### config.mk
export PLATFORM = sky130hd
export DESIGN_NAME = bech_out_monitor_flat
export DESIGN_NICKNAME = d
export VERILOG_FILES = /design/src/rtl/bech_out_monitor_pkg.sv /design/src/rtl/bech_out_monitor_if.sv /design/src/rtl/bech_word_match.sv /design/src/rtl/bech_out_monitor.sv /design/src/flat_wrapper.sv
export SDC_FILE = /design/constraint.sdc
export NUM_CORES = 1
export LEC_CHECK = 0
export BUFFER_PORTS_ARGS = -buffer_cell sky130_fd_sc_hd__buf_4
export CAP_MARGIN = 20
export CORE_MARGIN = 2
export CORE_UTILIZATION = 30
export DETAILED_ROUTE_END_ITERATION = 12
export PLACE_DENSITY_LB_ADDON = 0.08
export SYNTH_ARGS = -nofsm -noshare
export SYNTH_HDL_FRONTEND = slang
export SYNTH_SLANG_ARGS = --single-unit
### constraint.sdc
create_clock -name clk -period 2.4 [get_ports clk]
set_input_delay 0.12 -clock clk [delete_from_list [all_inputs] [get_ports clk]]
set_output_delay 0.12 -clock clk [all_outputs]
set_load 0.005 [all_outputs]
### src/rtl/bech_out_monitor_pkg.sv
// Shared types, error codes and expected-word masks for the benchmark FSM output monitor.
// Bit i of the upstream word carries y(i+1).
package bech_mon_pkg;

  localparam int unsigned Y_W   = 39;
  localparam int unsigned LEN_W = 8;
  localparam int unsigned ERR_W = 3;

  typedef enum logic [2:0] {
    ST_IDLE,
    ST_A1,
    ST_A2,
    ST_B1,
    ST_B2,
    ST_BODY
  } mon_state_t;

  localparam logic [ERR_W-1:0] ERR_NONE            = 3'd0;
  localparam logic [ERR_W-1:0] ERR_UNEXP_START     = 3'd1;
  localparam logic [ERR_W-1:0] ERR_SEQ_MISMATCH    = 3'd2;
  localparam logic [ERR_W-1:0] ERR_ILLEGAL_IN_BODY = 3'd3;
  localparam logic [ERR_W-1:0] ERR_BODY_TIMEOUT    = 3'd4;
  localparam logic [ERR_W-1:0] ERR_ENTRY_NOT_IDLE  = 3'd5;

  localparam logic [Y_W-1:0] W_A_START      = (39'd1 << 34) | (39'd1 << 35);
  localparam logic [Y_W-1:0] W_A_MID        = (39'd1 << 36) | (39'd1 << 37);
  localparam logic [Y_W-1:0] W_A_END        = (39'd1 << 2) | (39'd1 << 27) | (39'd1 << 33);
  localparam logic [Y_W-1:0] W_B_START      = 39'd1 << 0;
  localparam logic [Y_W-1:0] W_B_MID        = (39'd1 << 1) | (39'd1 << 2);
  localparam logic [Y_W-1:0] W_B_BODY       = 39'd1 << 38;
  localparam logic [Y_W-1:0] W_ILLEGAL_BODY = (39'd1 << 0) | (39'd1 << 34) | (39'd1 << 35)
                                            | (39'd1 << 36) | (39'd1 << 37);
  localparam int unsigned    Y34_BIT        = 33;

  function automatic logic [LEN_W-1:0] sat_inc(input logic [LEN_W-1:0] v);
    return (v == {LEN_W{1'b1}}) ? v : LEN_W'(v + LEN_W'(1));
  endfunction

endpackage

### src/rtl/bech_out_monitor_if.sv
// Sampled upstream word in, transaction/violation reporting out.
import bech_mon_pkg::*;

interface bech_out_monitor_if #(parameter int unsigned CNT_W = 16);
  logic              en;
  logic [Y_W-1:0]    y_vec;
  logic              txn_done;
  logic [LEN_W-1:0]  txn_len;
  logic [CNT_W-1:0]  txn_cnt;
  logic              err;
  logic [ERR_W-1:0]  err_code;
  logic              err_sticky;

  modport master (output en, y_vec,
                  input  txn_done, txn_len, txn_cnt, err, err_code, err_sticky);
  modport slave  (input  en, y_vec,
                  output txn_done, txn_len, txn_cnt, err, err_code, err_sticky);
endinterface

### src/rtl/bech_word_match.sv
// Exact-match decode of the upstream word against each expected mask.
import bech_mon_pkg::*;

module bech_word_match (
  input  logic [Y_W-1:0] i_y_vec,
  output logic           o_zero_c,
  output logic           o_a_start_c,
  output logic           o_a_mid_c,
  output logic           o_a_end_c,
  output logic           o_b_start_c,
  output logic           o_b_mid_c,
  output logic           o_b_body_c,
  output logic           o_body_illegal_c,
  output logic           o_body_end_c
);
  assign o_zero_c         = (i_y_vec == '0);
  assign o_a_start_c      = (i_y_vec == W_A_START);
  assign o_a_mid_c        = (i_y_vec == W_A_MID);
  assign o_a_end_c        = (i_y_vec == W_A_END);
  assign o_b_start_c      = (i_y_vec == W_B_START);
  assign o_b_mid_c        = (i_y_vec == W_B_MID);
  assign o_b_body_c       = (i_y_vec == W_B_BODY);
  assign o_body_illegal_c = |(i_y_vec & W_ILLEGAL_BODY);
  assign o_body_end_c     = i_y_vec[Y34_BIT];
endmodule

### src/rtl/bech_out_monitor.sv
// Runtime checker of the benchmark FSM output sequence: reports legal transactions and flags violations.
import bech_mon_pkg::*;

module bech_out_monitor #(
  parameter int unsigned MAX_BODY = 16,
  parameter int unsigned CNT_W    = 16
) (
  input  logic               clk,
  input  logic               rst,
  bech_out_monitor_if.slave  mon
);
  localparam logic [LEN_W-1:0] BODY_LAST = LEN_W'(MAX_BODY - 1);

  mon_state_t        r_state;
  logic [LEN_W-1:0]  r_len;
  logic [LEN_W-1:0]  r_body_cnt;
  logic              r_txn_done;
  logic [LEN_W-1:0]  r_txn_len;
  logic [CNT_W-1:0]  r_txn_cnt;
  logic              r_err;
  logic [ERR_W-1:0]  r_err_code;
  logic              r_err_sticky;

  logic w_zero, w_a_start, w_a_mid, w_a_end, w_b_start, w_b_mid, w_b_body;
  logic w_body_illegal, w_body_end;

  bech_word_match u_match (
    .i_y_vec          (mon.y_vec),
    .o_zero_c         (w_zero),
    .o_a_start_c      (w_a_start),
    .o_a_mid_c        (w_a_mid),
    .o_a_end_c        (w_a_end),
    .o_b_start_c      (w_b_start),
    .o_b_mid_c        (w_b_mid),
    .o_b_body_c       (w_b_body),
    .o_body_illegal_c (w_body_illegal),
    .o_body_end_c     (w_body_end)
  );

  logic [ERR_W-1:0] w_err_code;
  logic             w_fail;
  logic             w_complete;
  logic             w_advance;

  // Per-state verdict on the sampled word; the register block below only applies it.
  always_comb begin
    w_fail     = 1'b0;
    w_err_code = ERR_SEQ_MISMATCH;
    w_complete = 1'b0;
    w_advance  = 1'b0;
    unique case (r_state)
      ST_IDLE: begin
        w_advance = w_a_start | w_b_start;
        if (w_a_mid) begin
          w_fail = 1'b1; w_err_code = ERR_ENTRY_NOT_IDLE;
        end else if (!w_zero && !w_advance) begin
          w_fail = 1'b1; w_err_code = ERR_UNEXP_START;
        end
      end
      ST_A1: begin w_advance  = w_a_mid;  w_fail = !w_a_mid;  end
      ST_A2: begin w_complete = w_a_end;  w_fail = !w_a_end;  end
      ST_B1: begin w_advance  = w_b_mid;  w_fail = !w_b_mid;  end
      ST_B2: begin w_advance  = w_b_body; w_fail = !w_b_body; end
      ST_BODY: begin
        if (w_body_illegal) begin
          w_fail = 1'b1; w_err_code = ERR_ILLEGAL_IN_BODY;
        end else if (w_body_end) begin
          w_complete = 1'b1;
        end else if (r_body_cnt == BODY_LAST) begin
          w_fail = 1'b1; w_err_code = ERR_BODY_TIMEOUT;
        end else begin
          w_advance = 1'b1;
        end
      end
      default: w_fail = 1'b0;
    endcase
  end

  always_ff @(posedge clk or posedge rst) begin
    if (rst) begin
      r_state      <= ST_IDLE;
      r_len        <= '0;
      r_body_cnt   <= '0;
      r_txn_done   <= 1'b0;
      r_txn_len    <= '0;
      r_txn_cnt    <= '0;
      r_err        <= 1'b0;
      r_err_code   <= ERR_NONE;
      r_err_sticky <= 1'b0;
    end else begin
      r_txn_done <= 1'b0;
      r_err      <= 1'b0;
      if (mon.en) begin
        if (w_fail) begin
          r_err        <= 1'b1;
          r_err_code   <= w_err_code;
          r_err_sticky <= 1'b1;
          r_state      <= ST_IDLE;
          r_len        <= '0;
          r_body_cnt   <= '0;
        end else if (w_complete) begin
          r_txn_done <= 1'b1;
          r_txn_len  <= sat_inc(r_len);
          r_txn_cnt  <= CNT_W'(r_txn_cnt + CNT_W'(1));
          r_state    <= ST_IDLE;
          r_len      <= '0;
          r_body_cnt <= '0;
        end else if (w_advance) begin
          unique case (r_state)
            ST_IDLE: begin
              r_len   <= LEN_W'(1);
              r_state <= w_a_start ? ST_A1 : ST_B1;
            end
            ST_A1:   begin r_len <= sat_inc(r_len); r_state <= ST_A2;   end
            ST_B1:   begin r_len <= sat_inc(r_len); r_state <= ST_B2;   end
            ST_B2:   begin r_len <= sat_inc(r_len); r_state <= ST_BODY; end
            ST_BODY: begin
              r_len      <= sat_inc(r_len);
              r_body_cnt <= LEN_W'(r_body_cnt + LEN_W'(1));
            end
            default: r_state <= ST_IDLE;
          endcase
        end
      end
    end
  end

  assign mon.txn_done   = r_txn_done;
  assign mon.txn_len    = r_txn_len;
  assign mon.txn_cnt    = r_txn_cnt;
  assign mon.err        = r_err;
  assign mon.err_code   = r_err_code;
  assign mon.err_sticky = r_err_sticky;

endmodule
### src/flat_wrapper.sv
// flat-port wrapper written by rule: the top's interface ports become plain ports
module bech_out_monitor_flat 
#(
  parameter int unsigned MAX_BODY = 16,
  parameter int unsigned CNT_W    = 16
)
  (clk, rst, mon_en, mon_y_vec, mon_txn_done, mon_txn_len, mon_txn_cnt, mon_err, mon_err_code, mon_err_sticky);
  bech_out_monitor_if #(.CNT_W(CNT_W)) mon_i ();
  input  logic clk;
  input  logic rst;
  input wire logic [$bits(mon_i.en)-1:0] mon_en;
  input wire logic [$bits(mon_i.y_vec)-1:0] mon_y_vec;
  output wire logic [$bits(mon_i.txn_done)-1:0] mon_txn_done;
  output wire logic [$bits(mon_i.txn_len)-1:0] mon_txn_len;
  output wire logic [$bits(mon_i.txn_cnt)-1:0] mon_txn_cnt;
  output wire logic [$bits(mon_i.err)-1:0] mon_err;
  output wire logic [$bits(mon_i.err_code)-1:0] mon_err_code;
  output wire logic [$bits(mon_i.err_sticky)-1:0] mon_err_sticky;
  assign mon_i.en = mon_en;
  assign mon_i.y_vec = mon_y_vec;
  assign mon_txn_done = mon_i.txn_done;
  assign mon_txn_len = mon_i.txn_len;
  assign mon_txn_cnt = mon_i.txn_cnt;
  assign mon_err = mon_i.err;
  assign mon_err_code = mon_i.err_code;
  assign mon_err_sticky = mon_i.err_sticky;
  bech_out_monitor #(.MAX_BODY(MAX_BODY), .CNT_W(CNT_W)) u_core (.clk(clk), .rst(rst), .mon(mon_i));
endmodule
## Word-level counts from Yosys, hierarchy flattened

Cells that the tools add are included.

| word-level totals | value |
|---|---|
| register bits | 49 |
| bits in latches | 0 |
| memory bits (writable) | 0 |
| memory bits (read-only) | 0 |
| bits of input ports | 42 |
| output and inout bits | 30 |
| logic and storage cells | 85 |
| memories | 0 |

| cells by class | value |
|---|---|
| add/sub/neg operators | 3 |
| $mul | 0 |
| div/mod/pow operators | 0 |
| magnitude comparators | 0 |
| equality and inequality tests | 14 |
| shift-type cells | 0 |
| muxes and demuxes | 38 |
| bitwise logic cells | 2 |
| reductions and logical operators | 19 |

Operators with widths:

| operator | number |
|---|---|
| $mux W8 | 8 |
| $eq A39 B1 Y1 const B | 1 |
| $eq A39 B3 Y1 const B | 1 |
| $eq A39 B34 Y1 const B | 1 |
| $eq A39 B36 Y1 const B | 1 |
| $eq A39 B38 Y1 const B | 1 |
| $eq A39 B39 Y1 const B | 1 |
| $logic_not A39 Y1 | 1 |
| $mux W3 | 7 |
| $add A16 B1 Y16 const B | 1 |
| $add A8 B1 Y8 const B | 2 |
| $pmux W8 S2 | 1 |
| $mux W1 | 15 |
| $pmux W3 S5 | 1 |
| $reduce_and A3 Y1 | 4 |
| $eq A8 B4 Y1 const B | 1 |
| $eq A8 B8 Y1 const B | 1 |
| $eq A3 B2 Y1 const B | 2 |
| $eq A3 B3 Y1 const B | 2 |
| $logic_not A1 Y1 | 6 |
| $pmux W1 S6 | 1 |
| $pmux W3 S2 | 1 |
| $reduce_bool A3 Y1 | 2 |
| $pmux W1 S5 | 1 |
| other kinds (12) | 13 |

## Longest topological paths before layout

Gate-level depths: netlist of run 1.

| logic depth | value |
|---|---|
| word-level depth | 9 |
| depth in mapped cells | 9 |

## Modules after synthesis

Synthesis of run 1 repeated with hierarchy kept, for this count alone.

| second synthesis, totals | value |
|---|---|
| cells, all modules | 307 |
| area total of the unflattened synthesis | 2939.1 µm² |

Modules (own cells, without submodules):

| module | instances | cells an instance | area each (µm²) |
|---|---|---|---|
| bech_out_monitor | 1 | 270 | 2661.3 |
| bech_word_match | 1 | 37 | 277.8 |

## Worst setup path before layout of run 1

No wires, ideal clock.

| path | value |
|---|---|
| kind | register -> register |
| from | register u_core.r_body_cnt[0] |
| to | register u_core.r_len[6] |
| data arrival time | 2111 ps |
| required time | 2321 ps |
| slack | 210 ps |
| stages on the path, launching flop included | 9 |
| cell sequence | dfrtp_1 > ha_1 > and3_1 > and4_1 > nand3b_1 > o221ai_4 > or2_2 > o21ai_4 > a2bb2oi_1 |

| between the ends | value |
|---|---|
| word-level cells in the longest chain between the ends | 7 |
| elaborated cells between the ends (all ways) | 13 |

RTL lines:

| what | line | RTL |
|---|---|---|
| start, declared | bech_out_monitor.sv:16 | `logic [LEN_W-1:0] r_body_cnt;` |
| start signal, assigned | bech_out_monitor.sv:119 | `r_body_cnt <= LEN_W'(r_body_cnt + LEN_W'(1));` |
| $eq A8 B4 Y1 * | bech_out_monitor.sv:69 | `end else if (r_body_cnt == BODY_LAST) begin` |
| $mux W1 | bech_out_monitor.sv:69 |  |
| $mux W1 | bech_out_monitor.sv:67 | `end else if (w_body_end) begin` |
| $mux W1 | bech_out_monitor.sv:65 | `if (w_body_illegal) begin` |
| $pmux W1 S6 / $pmux W1 S5 (equally long branches) | bech_out_monitor.sv:51 | `unique case (r_state)` |
| $reduce_bool A4 Y1 (no line) / $reduce_bool A3 Y1 (equally long branches) | n/a |  |
| $reduce_and A3 Y1 (no line) | n/a |  |
| end signal, assigned | bech_out_monitor.sv:118 | `r_len <= sat_inc(r_len);` |
| end, declared | bech_out_monitor.sv:15 | `logic [LEN_W-1:0] r_len;` |

Every way passes the cells marked *; elsewhere a longest branch is shown, timed or not.
A chain may end at the register's enable or synchronous reset.

## Worst setup path in the final report of run 1

| path | value |
|---|---|
| from | register u_core.r_body_cnt[0] |
| to | register u_core.r_len[1] |

Same word-level chain as after synthesis.

==> impl_metrics.env, run 1 <==
export IMPL_ios=72
export IMPL_htreeDepth=2
export IMPL_antenna_found_initial=0
export IMPL_power_density_mw_per_mm2=386
export IMPL_stdcell_count=521
export IMPL_vias_per_cell=4.84
export IMPL_rows=35
export IMPL_diodes=0
export IMPL_power_leakage_nw=1.76
export IMPL_setup_viol=0
export IMPL_crit_slowest_cell="dfrtp_1"
export IMPL_critPathMaxStageDelay_ps=380
export IMPL_detailroute_via_count=2522
export IMPL_synth_top_area_share_pct=43.0
export IMPL_p_sw_share_pct=24.0
export IMPL_start_util_pct=30.8
export IMPL_synth_area_mm2=0.00285
export IMPL_finalCriticalPeriod_ps=2260
export IMPL_peakVddDrop_uv=221
export IMPL_wirelength_mm=6.98
export IMPL_critical_path_cell_chain="ha_1 -> and3_2 -> and4_4 -> nand3b_1 -> o221ai_4 -> or2_4 -> o21ai_4 -> buf_12 -> a22o_1"
export IMPL_synth_seq_area_share_pct=43.0
export IMPL_nFillCells=956
export IMPL_worst_pin_slew_ps=455
export IMPL_slew_headroom_pct=69.4
export IMPL_gp_congestion=0.833
export IMPL_pwr_share_comb_pct=9.0
export IMPL_cts_max_path_buffers=2
export IMPL_seqCellArea_mm2=0.00123
export IMPL_die_area_mm2=0.0103
export IMPL_cts_tree="done"
export IMPL_finalSetupTns_ps=0
export IMPL_critPathRequiredTime_ps=2640
export IMPL_grt_use_total_pct=14.4
export IMPL_worstSetupPathType="register to register"
export IMPL_fp_dieW_um=101
export IMPL_die_height_um=101
export IMPL_yosysUniqueCellTypes=56
export IMPL_ys_flop_type="dfrtp_1"
export IMPL_cpLargestDelayFamily="simple AND/OR/NAND/NOR gates"
export IMPL_grt_overflow_total=0
export IMPL_drtAntennaViolNets=0
export IMPL_p_int_mw=1.10
export IMPL_drive_gt1_share_pct=30.6
export IMPL_yosysTopAreaCell="dfrtp_1"
export IMPL_clk_pin_slew_ps=100
export IMPL_p_clk_share_pct=33.9
export IMPL_status="completed"
export IMPL_dr_pass1_iters=4
export IMPL_cap_violations=0
export IMPL_synth_nets=348
export IMPL_path_buf_inv=1
export IMPL_area_growth_pct=32.3
export IMPL_ys_seq_elements=49
export IMPL_drc=0
export IMPL_seq_power_share_pct=57.0
export IMPL_drt_iter0_drc=46
export IMPL_synth_most_common_cell="dfrtp_1"
export IMPL_synthTopCellsByArea="dfrtp_1 (43%), nand2_1 (3.2%), nor2_1 (3.2%)"
export IMPL_fmax_mhz=442
export IMPL_multiInputGateArea_mm2=0.00153
export IMPL_synth_warnings=0
export IMPL_cts_made_buffers=5
export IMPL_r2r_setup_slack_ps=140
export IMPL_clock_skew_ps=15.2
export IMPL_cp_max_fo=6
export IMPL_hold_viol_final=0
export IMPL_synth_common_cells="dfrtp_1 (49), nand2_1 (24), nor2_1 (24), inv_1 (17), o21ai_0 (17)"
export IMPL_fin_hold_ws_ps=219
export IMPL_wl_per_cell_um=13.4
export IMPL_cts_sinks=49
export IMPL_dp_cells=510
export IMPL_rsz0062_at_grt="false"
export IMPL_root_buffer="clkbuf_8"
export IMPL_end_kind="register"
export IMPL_grt_max_degree=23
export IMPL_clock_latency_ps=300
export IMPL_grt_pass1_wl_mm=12.0
export IMPL_synth_avg_cell_area_um2=9.40
export IMPL_nets=436
export IMPL_setup_worst_path_start_class="register"
export IMPL_arrival_ps=2510
export IMPL_fin_crit_sh_pct=94.3
export IMPL_ys_async_sr_fraction_pct=100
export IMPL_switching_power_mw=0.349
export IMPL_slew_viol_final=0
export IMPL_hp_class="primary input to register"
export IMPL_synth_enable_flop_cells=0
export IMPL_synthCells=303
export IMPL_dpl_hpwl_mm=5.43
export IMPL_coreArea_mm2=0.00924
export IMPL_grt_pass1_vias=2501
export IMPL_port_buffers=71
## timing repair
item,in CTS,in global routing
endpoints found under the setup margin,0,7
hold buffers,1,0
resized for setup,0,5
buffers inserted,0,2
hold endpoints to repair,20,0
## power by group through the flow
| stage | Combinational [mW] | Clock [mW] | Sequential, mW |
|---|---|---|---|
| floorplan | 0.0483 | 0 | 0.845 |
| global placement | 0.128 | 0 | 0.845 |
| detailed placement | 0.129 | 0 | 0.845 |
| CTS | 0.130 | 0.517 | 0.828 |
| global route | 0.147 | 0.552 | 0.829 |
| finish | 0.131 | 0.493 | 0.828 |
## worst paths after layout
| check | to | from | cells past startpoint |
|---|---|---|---|
| max | u_core.r_len[1]$_DFFE_PP0P_ | u_core.r_body_cnt[0]$_DFFE_PP0P_ | 9 |
| min | u_core.r_body_cnt[3]$_DFFE_PP0P_ | mon_en | 2 |
| max reg2reg | u_core.r_len[1]$_DFFE_PP0P_ | u_core.r_body_cnt[0]$_DFFE_PP0P_ | 9 |
| min reg2reg | u_core.mon.txn_cnt[15]$_DFFE_PP0P_ | u_core.mon.txn_cnt[15]$_DFFE_PP0P_ | 1 |
| max in group asynchronous | u_core.r_state[0]$_DFFE_PP0P_ | rst | 4 |
| min in group asynchronous | u_core.mon.txn_cnt[15]$_DFFE_PP0P_ | rst | 3 |
## final cells by class
type / instances / area share [%]
clock buffers: 6 / 1.93
clock inverters: 2 / 0.365
inverters: 18 / 1.79
multi-input cells: 226 / 40.6
flip-flops and latches: 49 / 32.5
well taps: 129 / 4.28
repair buffers: 91 / 18.5
## stage by stage
| step | power (mW) | setup WS [ps] | utilization, % | instance area (um2) |
|---|---|---|---|---|
| global placement | 0.972 | 73.3 | 39.3 | 3630 |
| finish | 1.45 | 137 | 40.8 | 3770 |
| global route | 1.53 | 30.8 | 40.8 | 3770 |
| detailed placement | 0.973 | 44.7 | 39.3 | 3630 |
| CTS | 1.47 | 13.3 | 40.4 | 3730 |
| floorplan | 0.893 | 210 | - | 2850 |
## cells in the final DEF (no fill, tap or decap), types with 2 or more instances in the layout
cell type	netlist	final
a31oi_1	5	5
nor4_1	6	6
mux2i_1	3	3
o31ai_1	2	2
and3_1	10	9
nand3_1	12	12
nand3b_1	5	5
o21a_1	2	2
a21oi_1	11	11
nand2b_1	5	5
a21o_1	5	5
clkbuf_8	0	5
nand2_1	24	24
inv_1	17	16
a22o_1	3	3
nor3_1	16	16
nor2_1	24	24
o21ai_4	2	2
nand4_1	6	6
or2_2	3	2
and3b_1	2	2
o2111ai_1	2	2
o2bb2ai_1	4	4
nor4_2	3	3
nor2b_1	2	2
xor2_1	9	9
and3_2	1	2
xnor2_1	10	10
o22ai_1	2	2
mux2_2	2	2
buf_4	0	89
dfrtp_1	49	49
or3_1	3	3
ha_1	3	3
o21ai_0	17	17
## sequential cells by signal (all words and copies together), names as in the netlist
| register | cells |
|---|---|
| u_core.mon.err | 1 |
| u_core.mon.err_code | 3 |
| u_core.mon.err_sticky | 1 |
| u_core.mon.txn_cnt | 16 |
| u_core.mon.txn_done | 1 |
| u_core.mon.txn_len | 8 |
| u_core.r_body_cnt | 8 |
| u_core.r_len | 8 |
| u_core.r_state | 3 |
## metal layers
layer / up-vias / share of wire (%) / wire length, um / global-route usage [%]
li1: 1272 / - / - / -
met3: 6 / 2.3 / 160 / 2.48
met2: 37 / 49 / 3450 / 24.7
met5: - / 0 / 0 / 0
met4: 0 / 1.1 / 74 / 3.64
met1: 1207 / 47 / 3300 / 18.9
## kinds of logic after synthesis
| group | count (synthesis) | synth area share, % |
|---|---|---|
| XOR/XNOR | 19 | 5.84 |
| buffers and inverters | 28 | 3.73 |
| flip-flops | 49 | 43.0 |
| AO/OA/AOI/OAI | 66 | 17.5 |
| adder cells (fa/ha/maj) | 3 | 1.32 |
| AND/OR/NAND/NOR | 133 | 26.7 |
| multiplexers | 5 | 1.84 |
No activity file was read; power rests on OpenSTA's default activity.
==> inputs of run 2 (changes only) <==
--- a/config.mk
+++ b/config.mk
@@ -5,6 +5,7 @@
 export SDC_FILE = /design/constraint.sdc
 export NUM_CORES = 1
 export LEC_CHECK = 0
+export ABC_AREA = 1
 export BUFFER_PORTS_ARGS = -buffer_cell sky130_fd_sc_hd__buf_4
 export CAP_MARGIN = 20
 export CORE_MARGIN = 2
==> run 2 against run 1 <==
Effect of this change:
- sequential share of layout area is 0.56 points lower
- synthesized area grew 6.7%
- sequential power barely moved
- critical path type unchanged
- largest cell class unchanged
==> impl_metrics.env, run 2 <==
export IMPL_cp_max_fo=15
export IMPL_finalInstanceArea_mm2=0.00383
export IMPL_synth_enable_flop_cells=0
export IMPL_drtAntennaViolNets=0
export IMPL_multiInputGateArea_mm2=0.00163
export IMPL_htreeDepth=2
export IMPL_start_util_pct=31.0
export IMPL_nets=534
export IMPL_synthAdderAreaFrac_pct=1.24
export IMPL_critPathMaxStageDelay_ps=400
export IMPL_fp_dieW_um=105
export IMPL_crit_slowest_cell="dfrtp_1"
export IMPL_wl_per_cell_um=11.4
export IMPL_clk_pin_slew_ps=110
export IMPL_root_buffer="clkbuf_8"
export IMPL_setup_ws_ps=311
export IMPL_top_layer="met4"
export IMPL_final_cell_mix="nand2_1 (115), buf_4 (74), nor2_1 (61), dfrtp_1 (49), inv_1 (30)"
export IMPL_hp_class="primary input to register"
export IMPL_synth_compound_area_share_pct=8.07
export IMPL_setup_viol=0
export IMPL_synth_avg_cell_area_um2=7.38
export IMPL_nFillCells=1046
export IMPL_layout_commonest_cell="nand2_1"
export IMPL_drc=0
export IMPL_ys_async_sr_fraction_pct=100
export IMPL_dp_cells=614
export IMPL_clock_latency_ps=310
export IMPL_clock_skew_ps=14.2
export IMPL_grt_pass1_wl_mm=12.3
export IMPL_yosysTopAreaCell="dfrtp_1"
export IMPL_slew_viol_final=0
export IMPL_synth_seq_area_share_pct=40.3
export IMPL_vias_per_cell=4.47
export IMPL_coreArea_mm2=0.00982
export IMPL_synthTopCellsByArea="dfrtp_1 (40%), nand2_1 (14%), nor2_1 (7.5%)"
export IMPL_diodes=0
export IMPL_area_growth_pct=26.2
export IMPL_synth_common_cells="nand2_1 (116), nor2_1 (61), dfrtp_1 (49), inv_1 (31), nand3_1 (24)"
export IMPL_drt_iter0_drc=54
export IMPL_cap_violations=0
export IMPL_synthMuxAreaShare_pct=0
export IMPL_cts_max_path_buffers=2
export IMPL_end_kind="register"
export IMPL_die_area_mm2=0.0110
export IMPL_cts_sinks=49
export IMPL_hold_viol_final=0
export IMPL_wirelength_mm=7.12
export IMPL_fin_hold_ws_ps=169
export IMPL_slew_headroom_pct=70.6
export IMPL_fmax_mhz=479
export IMPL_ios=72
export IMPL_synth_nets=457
export IMPL_placed_area_mm2=0.00372
export IMPL_seqCellArea_mm2=0.00123
export IMPL_grt_max_degree=21
export IMPL_crit_path_frequent_cell="nand2_1"
export IMPL_worst_pin_slew_ps=439
export IMPL_synth_most_common_cell="nand2_1"
export IMPL_antenna_found_initial=0
export IMPL_synth_top_family_by_area="simple AND/OR/NAND/NOR gates"
export IMPL_synth_simple_area_share_pct=38.3
export IMPL_largest_reg_flops=16
export IMPL_fin_crit_sh_pct=87.0
export IMPL_die_height_um=105
export IMPL_synth_area_mm2=0.00304
export IMPL_cts_made_buffers=5
export IMPL_power_leakage_nw=1.81
export IMPL_finalCriticalPeriod_ps=2090
export IMPL_critPathRequiredTime_ps=2650
export IMPL_status="completed"
export IMPL_ys_seq_elements=49
export IMPL_drive_gt1_share_pct=25.9
export IMPL_setup_worst_path_start_class="register"
export IMPL_r2r_setup_slack_ps=310
export IMPL_rows=36
export IMPL_yosysUniqueCellTypes=38
export IMPL_port_buffers=71
export IMPL_ys_flop_type="dfrtp_1"
export IMPL_finalSetupTns_ps=0
export IMPL_grt_use_total_pct=13.4
export IMPL_synth_warnings=0
export IMPL_met1_length_mm=3.39
export IMPL_synth_xor_area_share_pct=5.76
export IMPL_dp_slack_ps=148
export IMPL_gp_congestion=0.837
export IMPL_cts_tree="done"
export IMPL_power_density_mw_per_mm2=386
export IMPL_dr_pass1_iters=4
export IMPL_grt_overflow_total=0
export IMPL_worstSetupPathType="register to register"
export IMPL_arrival_ps=2330
export IMPL_stdcell_count=623
export IMPL_synthCells=412
export IMPL_rsz0062_at_grt="false"
export IMPL_detailroute_via_count=2785
export IMPL_synth_top_area_share_pct=40.3
export IMPL_dr_wl_met3_um=303
export IMPL_dpl_hpwl_mm=5.75
export IMPL_routed_wl_met2_mm=3.40
export IMPL_critical_path_cell_chain="ha_1 -> nand3_1 -> nor2_1 -> nor2_1 -> nand3_2 -> nand2_1 -> nor2_4 -> nand2_1 -> nor2_2 -> nand2_4 -> nand2_8 -> nand2_1 -> o21ai_2"
export IMPL_grt_pass1_vias=2711
export IMPL_peakVddDrop_uv=236
-- run 2: final cells by class --
| cell class | instances | area share, % |
|---|---|---|
| Sequential cell | 49 | 32.0 |
| Timing Repair Buffer | 75 | 14.7 |
| Clock inverter | 3 | 0.685 |
| Multi-Input combinational cell | 319 | 42.5 |
| Inverter | 39 | 3.95 |
| Tap cell | 133 | 4.34 |
| Clock buffer | 5 | 1.79 |
-- run 2: path summary, 6_finish.rpt --
check	cells after the start	startpoint	to
setup / recovery	13	u_core.r_body_cnt[0]$_DFFE_PP0P_	u_core.r_len[0]$_DFFE_PP0P_
hold / removal	3	mon_en	u_core.r_len[3]$_DFFE_PP0P_
setup reg to reg	13	u_core.r_body_cnt[0]$_DFFE_PP0P_	u_core.r_len[0]$_DFFE_PP0P_
hold reg to reg	1	u_core.mon.err_sticky$_DFFE_PP0P_	u_core.mon.err_sticky$_DFFE_PP0P_
max in group asynchronous	4	rst	u_core.mon.txn_cnt[6]$_DFFE_PP0P_
min in group asynchronous	3	rst	u_core.r_state[2]$_DFFE_PP0P_
-- run 2: cells by family after synthesis --
family	after synthesis
compound gates	41
fa+ha+maj	3
buf+inv	44
flops	49
simple gates	255
xor+xnor	20
-- run 2: power by group --
part	internal, mW	switching, mW	leakage [nW]
Clock	0.213	0.303	0.0423
Combinational	0.0645	0.0709	1.12
Sequential	0.828	0.00182	0.653
Total	1.10	0.375	1.81
-- run 2: stage by stage --
| stage | utilization (%) | power [mW] |
|---|---|---|
| 2_1_floorplan | - | 0.910 |
| 3_3_place_gp | 37.9 | 0.982 |
| 3_5_place_dp | 37.9 | 0.984 |
| 4_1_cts | 39.0 | 1.51 |
| 5_1_grt | 39.1 | 1.55 |
| 6_report | 39.1 | 1.48 |
-- run 2: critical path, delay by kind of cell, from the launching register on --
| kind | cells | cell delay, ps |
|---|---|---|
| AO/OA/AOI/OAI | 1 | 50 |
| adder cells (fa/ha/maj) | 1 | 200 |
| flip-flops | 1 | 400 |
| AND/OR/NAND/NOR | 11 | 1380 |
-- run 2: what timing repair did --
action	CTS	global route
resized for setup	0	2
endpoints found under the setup margin	0	6
setup buffers	0	0
hold endpoints to repair	18	0
hold buffers	1	0
-- run 2: layer usage --
metal	vias to the layer above	global-route usage [%]
li1	1468	-
met1	1257	17.7
met2	58	23.2
met3	2	2.31
met4	0	2.57
met5	-	0
